--- src/rtl/recirculador_pkg.sv ---
// Shared types and helpers for the recirculador_param block.
package recirculador_pkg;

   typedef enum logic [1:0] {
      PASS   = 2'd0,
      DIVERT = 2'd1,
      REPLAY = 2'd2
   } recirc_state_t;

   // Width of a per-lane occupancy count able to hold 0..depth.
   function automatic int cnt_w(input int depth);
      return $clog2(depth) + 1;
   endfunction

endpackage

--- src/rtl/recirc_lane_fifo.sv ---
// Per-lane synchronous FIFO (DEPTH x DATA_W) with show-ahead head word.
// A push into a full FIFO is accepted only when a pop happens in the same cycle.
module recirc_lane_fifo
   import recirculador_pkg::*;
#(
   parameter int DATA_W = 8,
   parameter int DEPTH  = 4
) (
   input  logic                      clk,
   input  logic                      reset,
   input  logic                      push,
   input  logic                      pop,
   input  logic [DATA_W-1:0]         din,
   output logic [DATA_W-1:0]         dout,
   output logic                      empty,
   output logic                      full,
   output logic [cnt_w(DEPTH)-1:0]   count
);

   localparam int PW = $clog2(DEPTH);
   localparam int CW = cnt_w(DEPTH);

   logic [DATA_W-1:0] mem [DEPTH];
   logic [PW-1:0]     wr_ptr;
   logic [PW-1:0]     rd_ptr;
   logic [CW-1:0]     count_q;
   logic              do_push;
   logic              do_pop;

   assign empty   = (count_q == '0);
   assign full    = (count_q == CW'(DEPTH));
   assign do_pop  = pop & ~empty;
   assign do_push = push & (~full | do_pop);
   assign dout    = mem[rd_ptr];
   assign count   = count_q;

   // Storage array; contents are don't-care until written, so no reset.
   always_ff @(posedge clk) begin
      if (do_push) mem[wr_ptr] <= din;
   end

   // Pointer and occupancy bookkeeping.
   always_ff @(posedge clk or posedge reset) begin
      if (reset) begin
         wr_ptr  <= '0;
         rd_ptr  <= '0;
         count_q <= '0;
      end else begin
         if (do_push) wr_ptr <= wr_ptr + PW'(1);
         if (do_pop)  rd_ptr <= rd_ptr + PW'(1);
         case ({do_push, do_pop})
            2'b10:   count_q <= count_q + CW'(1);
            2'b01:   count_q <= count_q - CW'(1);
            default: count_q <= count_q;
         endcase
      end
   end

endmodule

--- src/rtl/recirculador_param.sv ---
// Parametrised recirculator: routes lane words to the active path while the
// link is up, diverts (and stores) them while it is down, and replays the
// stored words in order once the link returns.
// Optional macro RECIRC_OCCUPANCY_EN adds the per-lane occupancy output.
//
// state  | meaning
// PASS   | link up, FIFOs empty, live words go straight to the active path
// DIVERT | link down, live words to deactivated path and copied into FIFOs
// REPLAY | link up, FIFO heads drained to active path ahead of live words
//
// The routing for a cycle is chosen from the registered state together with
// this cycle's up sample, so a transition takes effect on the same edge that
// samples it; replaying reflects the state register.
module recirculador_param
   import recirculador_pkg::*;
#(
   parameter int LANES  = 4,
   parameter int DATA_W = 8,
   parameter int DEPTH  = 4
) (
   input  logic                      clk,
   input  logic                      reset,
   input  logic [LANES*DATA_W-1:0]   data_in,
   input  logic [LANES-1:0]          valid_in,
   input  logic                      idle,
   input  logic                      active,
   output logic [LANES*DATA_W-1:0]   data_activo,
   output logic [LANES-1:0]          valid_activo,
   output logic [LANES*DATA_W-1:0]   data_desactivado,
   output logic [LANES-1:0]          valid_desactivado,
   output logic                      replaying,
   output logic [LANES-1:0]          overflow
`ifdef RECIRC_OCCUPANCY_EN
   ,
   output logic [LANES*cnt_w(DEPTH)-1:0] occupancy
`endif
);

   localparam int CW = cnt_w(DEPTH);

   recirc_state_t state_q, state_d, mode;

   logic                    up;
   logic                    any_stored;
   logic [LANES-1:0]        push, pop, fifo_empty, fifo_full, lane_drained;
   logic [DATA_W-1:0]       fifo_dout  [LANES];
   logic [CW-1:0]           fifo_count [LANES];
   logic [LANES*DATA_W-1:0] act_d, dea_d;
   logic [LANES-1:0]        act_v, dea_v;

   assign up         = idle & active;
   assign any_stored = ~(&fifo_empty);
   assign replaying  = (state_q == REPLAY);

   for (genvar g = 0; g < LANES; g++) begin : g_lane
      recirc_lane_fifo #(.DATA_W(DATA_W), .DEPTH(DEPTH)) u_fifo (
         .clk   (clk),
         .reset (reset),
         .push  (push[g]),
         .pop   (pop[g]),
         .din   (data_in[g*DATA_W +: DATA_W]),
         .dout  (fifo_dout[g]),
         .empty (fifo_empty[g]),
         .full  (fifo_full[g]),
         .count (fifo_count[g])
      );
`ifdef RECIRC_OCCUPANCY_EN
      assign occupancy[g*CW +: CW] = fifo_count[g];
`endif
   end

   // State register.
   always_ff @(posedge clk or posedge reset) begin
      if (reset) state_q <= DIVERT;
      else       state_q <= state_d;
   end

   // Per-cycle routing mode, lane data steering and next state.
   always_comb begin
      mode         = DIVERT;
      act_v        = '0;
      act_d        = '0;
      dea_v        = '0;
      dea_d        = '0;
      push         = '0;
      pop          = '0;
      lane_drained = fifo_empty;
      if (up) begin
         case (state_q)
            PASS:    mode = PASS;
            DIVERT:  mode = any_stored ? REPLAY : PASS;
            REPLAY:  mode = REPLAY;
            default: mode = PASS;
         endcase
      end
      for (int i = 0; i < LANES; i++) begin
         case (mode)
            PASS: begin
               act_v[i] = valid_in[i];
               act_d[i*DATA_W +: DATA_W] = valid_in[i] ? data_in[i*DATA_W +: DATA_W] : '0;
            end
            REPLAY: begin
               if (!fifo_empty[i]) begin
                  pop[i]          = 1'b1;
                  push[i]         = valid_in[i];
                  act_v[i]        = 1'b1;
                  act_d[i*DATA_W +: DATA_W] = fifo_dout[i];
                  lane_drained[i] = (fifo_count[i] == CW'(1)) && !valid_in[i];
               end else begin
                  act_v[i] = valid_in[i];
                  act_d[i*DATA_W +: DATA_W] = valid_in[i] ? data_in[i*DATA_W +: DATA_W] : '0;
               end
            end
            default: begin
               dea_v[i] = valid_in[i];
               dea_d[i*DATA_W +: DATA_W] = valid_in[i] ? data_in[i*DATA_W +: DATA_W] : '0;
               push[i]  = valid_in[i];
            end
         endcase
      end
      state_d = ((mode == REPLAY) && (&lane_drained)) ? PASS : mode;
   end

   // Registered outputs and sticky overflow flags.
   always_ff @(posedge clk or posedge reset) begin
      if (reset) begin
         data_activo       <= '0;
         valid_activo      <= '0;
         data_desactivado  <= '0;
         valid_desactivado <= '0;
         overflow          <= '0;
      end else begin
         data_activo       <= act_d;
         valid_activo      <= act_v;
         data_desactivado  <= dea_d;
         valid_desactivado <= dea_v;
         overflow          <= overflow | (push & fifo_full & ~pop);
      end
   end

endmodule

--- config.mk ---
export PLATFORM = sky130hd
export DESIGN_NAME = recirculador_param
export DESIGN_NICKNAME = d
export VERILOG_FILES = /design/src/rtl/recirculador_pkg.sv /design/src/rtl/recirc_lane_fifo.sv /design/src/rtl/recirculador_param.sv
export SDC_FILE = /design/constraint.sdc
export NUM_CORES = 1
export LEC_CHECK = 0
export CAP_MARGIN = 5
export CORE_ASPECT_RATIO = 1.75
export CORE_UTILIZATION = 40
export CTS_CLUSTER_SIZE = 28
export DETAILED_ROUTE_END_ITERATION = 6
export PLACE_DENSITY = 0.64
export SYNTH_ARGS = -nofsm -noshare
export SYNTH_HDL_FRONTEND = slang
export SYNTH_SLANG_ARGS = --single-unit
export TNS_END_PERCENT = 50
--- constraint.sdc ---
create_clock -name clk -period 5 [get_ports clk]
set_input_delay 1 -clock clk [delete_from_list [all_inputs] [get_ports clk]]
set_output_delay 1 -clock clk [all_outputs]
set_load 0.01 [all_outputs]
==> run metrics <==
outcome completed; clock period minus worst slack 3.289 ns; Avg WL per Cell 18.89 µm; CTS Hold Buffers Added 0; Clock Tree Buf Depth 3; Slew HR 0.5295; Setup CP Type in -> reg; Yosys cell types 43; Die Ht 204.7 µm; M1 WL 7068 µm; internal reg-to-reg setup slack 2.28 ns; VDD IR max 0.2264 mV; Port Buffer Count 116; DP HPWL 13150 µm; Iter 0 DRT Violations 289; Initial Util 0.4113; synth warn 0; highest routed layer met4; Via Count 5156; # setup viols final 0; total CTS buffers 22; first-pass GRT wire length 30840 µm; crit path launch type input port; Layout fillers 1881; Area Overhead vs Synth 23.87%; RSZ-0062 raised after global routing false; Reg clk slew, reported paths 0.06 ns; vias in the first global route 5628; most frequent cells in the layout 128 x edfxtp_1, 116 x clkdlybuf4s50_1, 105 x dfrtp_1; number of routed nets with antenna violations 0; CTS HTree Levels 1; # IOs 117; Overall Power 5.972 mW; nets@finish 777; largest net degree at the start of global routing 56; Antenna Cells 0; Crit. End Element flip-flop; WP data arrival 3.66 ns; vias per cell 5.080; leakage power total 4.605 nW; sequential fraction of the synthesis area 0.6918; initial antenna violation count 0; clk_lat worst skew 0.51 ns; Die Width 117.8 µm; top achievable clock speed 304.1 MHz; drt first pass iters 4; placed cell count 975; Required @ worst endpoint 5.37 ns; # Post-CTS Setup Buffers 0; post-synthesis average cell area 16.25 µm²; Clock Skew 0.01132 ns; clock sink count 234; max-cap viol count 0; DR WL met3 861 µm; filler-free cell count of the finished design 1015; synthesized area 0.009393 mm²; Slew @ Worst Pin 0.7050 ns; area of the die 0.02412 mm²; metal2 WL 10670 µm; worst hold path class reg -> reg; GPL Wtd Cong 0.7289; commonest non-fill, non-tap cell in the layout edfxtp_1; Core ar. 0.02283 mm²; Total GRT Usage 0.1645; crit-path max FO 52; Root Driver clkbuf_16; layout cell share with drive strength beyond 1 0.1287; grt ovf 0; Max Slew Vio Count 0; Hold Fails Final Rpt 0; PostCTS Resize Cnt 0; Final period util 0.6578; Setup TNS Final 0 ns; P per Cell Area 513.3 mW/mm²; TritonCTS clock tree done; Mapped Cells 578; Seq cells post-synth 234; final WL 19170 µm; row count 73; Synth Net Count 656; # DRC 0
==> state kept, by name, indices dropped and copies added (netlist names) <==
name / count
g_lane.u_fifo.rd_ptr: 8
data_desactivado: 32
g_lane.u_fifo.mem: 128
overflow: 4
g_lane.u_fifo.wr_ptr: 8
valid_desactivado: 4
valid_activo: 4
data_activo: 32
g_lane.u_fifo.count: 12
state_q: 2
==> power breakdown <==
| part | leakage, nW | switching [mW] | internal (mW) |
|---|---|---|---|
| clock | 0.379 | 0.712 | 1.08 |
| sequential | 2.52 | 0.326 | 2.44 |
| combinational | 1.70 | 0.654 | 0.762 |
==> critical path: stages <==
cell             delay, ns
clkdlybuf4s50_1       0.74
nand2_4               0.45
nor3b_4               0.73
ha_1                  0.32
mux2i_1               0.20
nor2_1                0.07
xor2_1                0.15
==> layer usage <==
metal	global-route usage	up-vias
met5	0	-
met1	0.1864	2639
li1	-	2340
met2	0.3044	135
met4	0.06868	0
met3	0.02673	42
==> cells by family after synthesis <==
group | synth area share
AO/OA/AOI/OAI | 0.04729
XOR/XNOR | 0.02424
adder cells (fa/ha/maj) | 0.05062
buffers and inverters | 0.02358
flip-flops | 0.6918
multiplexers | 0.08659
AND/OR/NAND/NOR | 0.07593
==> metrics by stage <==
step / hold WS [ns] / utilization / cell area (µm²) / setup WS, ns
floorplan: 0.4751 / - / 9393 / 1.213
global placement: 0.4595 / 0.4750 / 10850 / 1.309
detailed placement: 0.4639 / 0.4750 / 10850 / 1.191
CTS: 0.4794 / 0.5095 / 11630 / 1.723
global route: 0.5023 / 0.5095 / 11630 / 1.445
finish: 0.4725 / 0.5095 / 11630 / 1.711
==> synth_stat cells <==
cell | number | area share
edfxtp_1 | 128 | 0.41
dfrtp_1 | 105 | 0.28
nand2_1 | 42 | 0.017
ha_1 | 38 | 0.051
and3_1 | 32 | 0.021
mux4_2 | 32 | 0.077
inv_1 | 28 | 0.011
o21ai_0 | 21 | 0.011
and2_1 | 18 | 0.012
nor2_1 | 18 | 0.0072
a22o_1 | 16 | 0.015
xnor2_1 | 16 | 0.015
xor2_1 | 10 | 0.0093
clkbuf_1 | 8 | 0.0032
a21oi_1 | 6 | 0.0032
buf_2 | 6 | 0.0032
a31o_2 | 5 | 0.0047
buf_1 | 4 | 0.0016
buf_4 | 4 | 0.0032
mux2i_1 | 4 | 0.0043
nor3_1 | 4 | 0.0021
a31oi_1 | 2 | 0.0013
and2b_1 | 2 | 0.0016
mux2_2 | 2 | 0.0024
mux2_4 | 2 | 0.0032
nand2b_1 | 2 | 0.0013
nand3_1 | 2 | 0.0011
nand4b_1 | 2 | 0.0019
nor3b_2 | 2 | 0.0027
nor3b_4 | 2 | 0.0040
o211a_1 | 2 | 0.0021
o311a_4 | 2 | 0.0045
a21o_1 | 1 | 0.00080
a22oi_1 | 1 | 0.00080
and4bb_1 | 1 | 0.0013
buf_6 | 1 | 0.0012
dfstp_2 | 1 | 0.0028
nand2_4 | 1 | 0.0012
nor2b_1 | 1 | 0.00067
nor3b_1 | 1 | 0.00080
o211ai_1 | 1 | 0.00080
o21bai_4 | 1 | 0.0020
o41ai_1 | 1 | 0.00093
==> final cells by class <==
type / count / area [µm²] / area share
clock inverter: 13 / 178.9 / 0.01538
clock buffer: 27 / 610.6 / 0.05248
timing repair buffer: 120 / 1191 / 0.1024
tap: 300 / 375.4 / 0.03226
sequential: 234 / 6497 / 0.5584
inverter: 28 / 107.6 / 0.009248
multi-input combinational: 293 / 2674 / 0.2298
==> worst paths after layout <==
kind | start | end | depth (start not counted)
setup / recovery | idle | g_lane[2].u_fifo.count[2]$_DFFE_PP0P_ | 7
hold / removal | overflow[0]$_DFF_PP0_ | overflow[0]$_DFF_PP0_ | 1
setup reg to reg | state_q[0]$_DFF_PP1_ | g_lane[3].u_fifo.count[2]$_DFFE_PP0P_ | 8
hold reg to reg | overflow[0]$_DFF_PP0_ | overflow[0]$_DFF_PP0_ | 1
max in group asynchronous | reset | data_activo[4]$_DFF_PP0_ | 3
min in group asynchronous | reset | data_desactivado[19]$_DFF_PP0_ | 2
No activity file was read; power rests on OpenSTA's default activity.
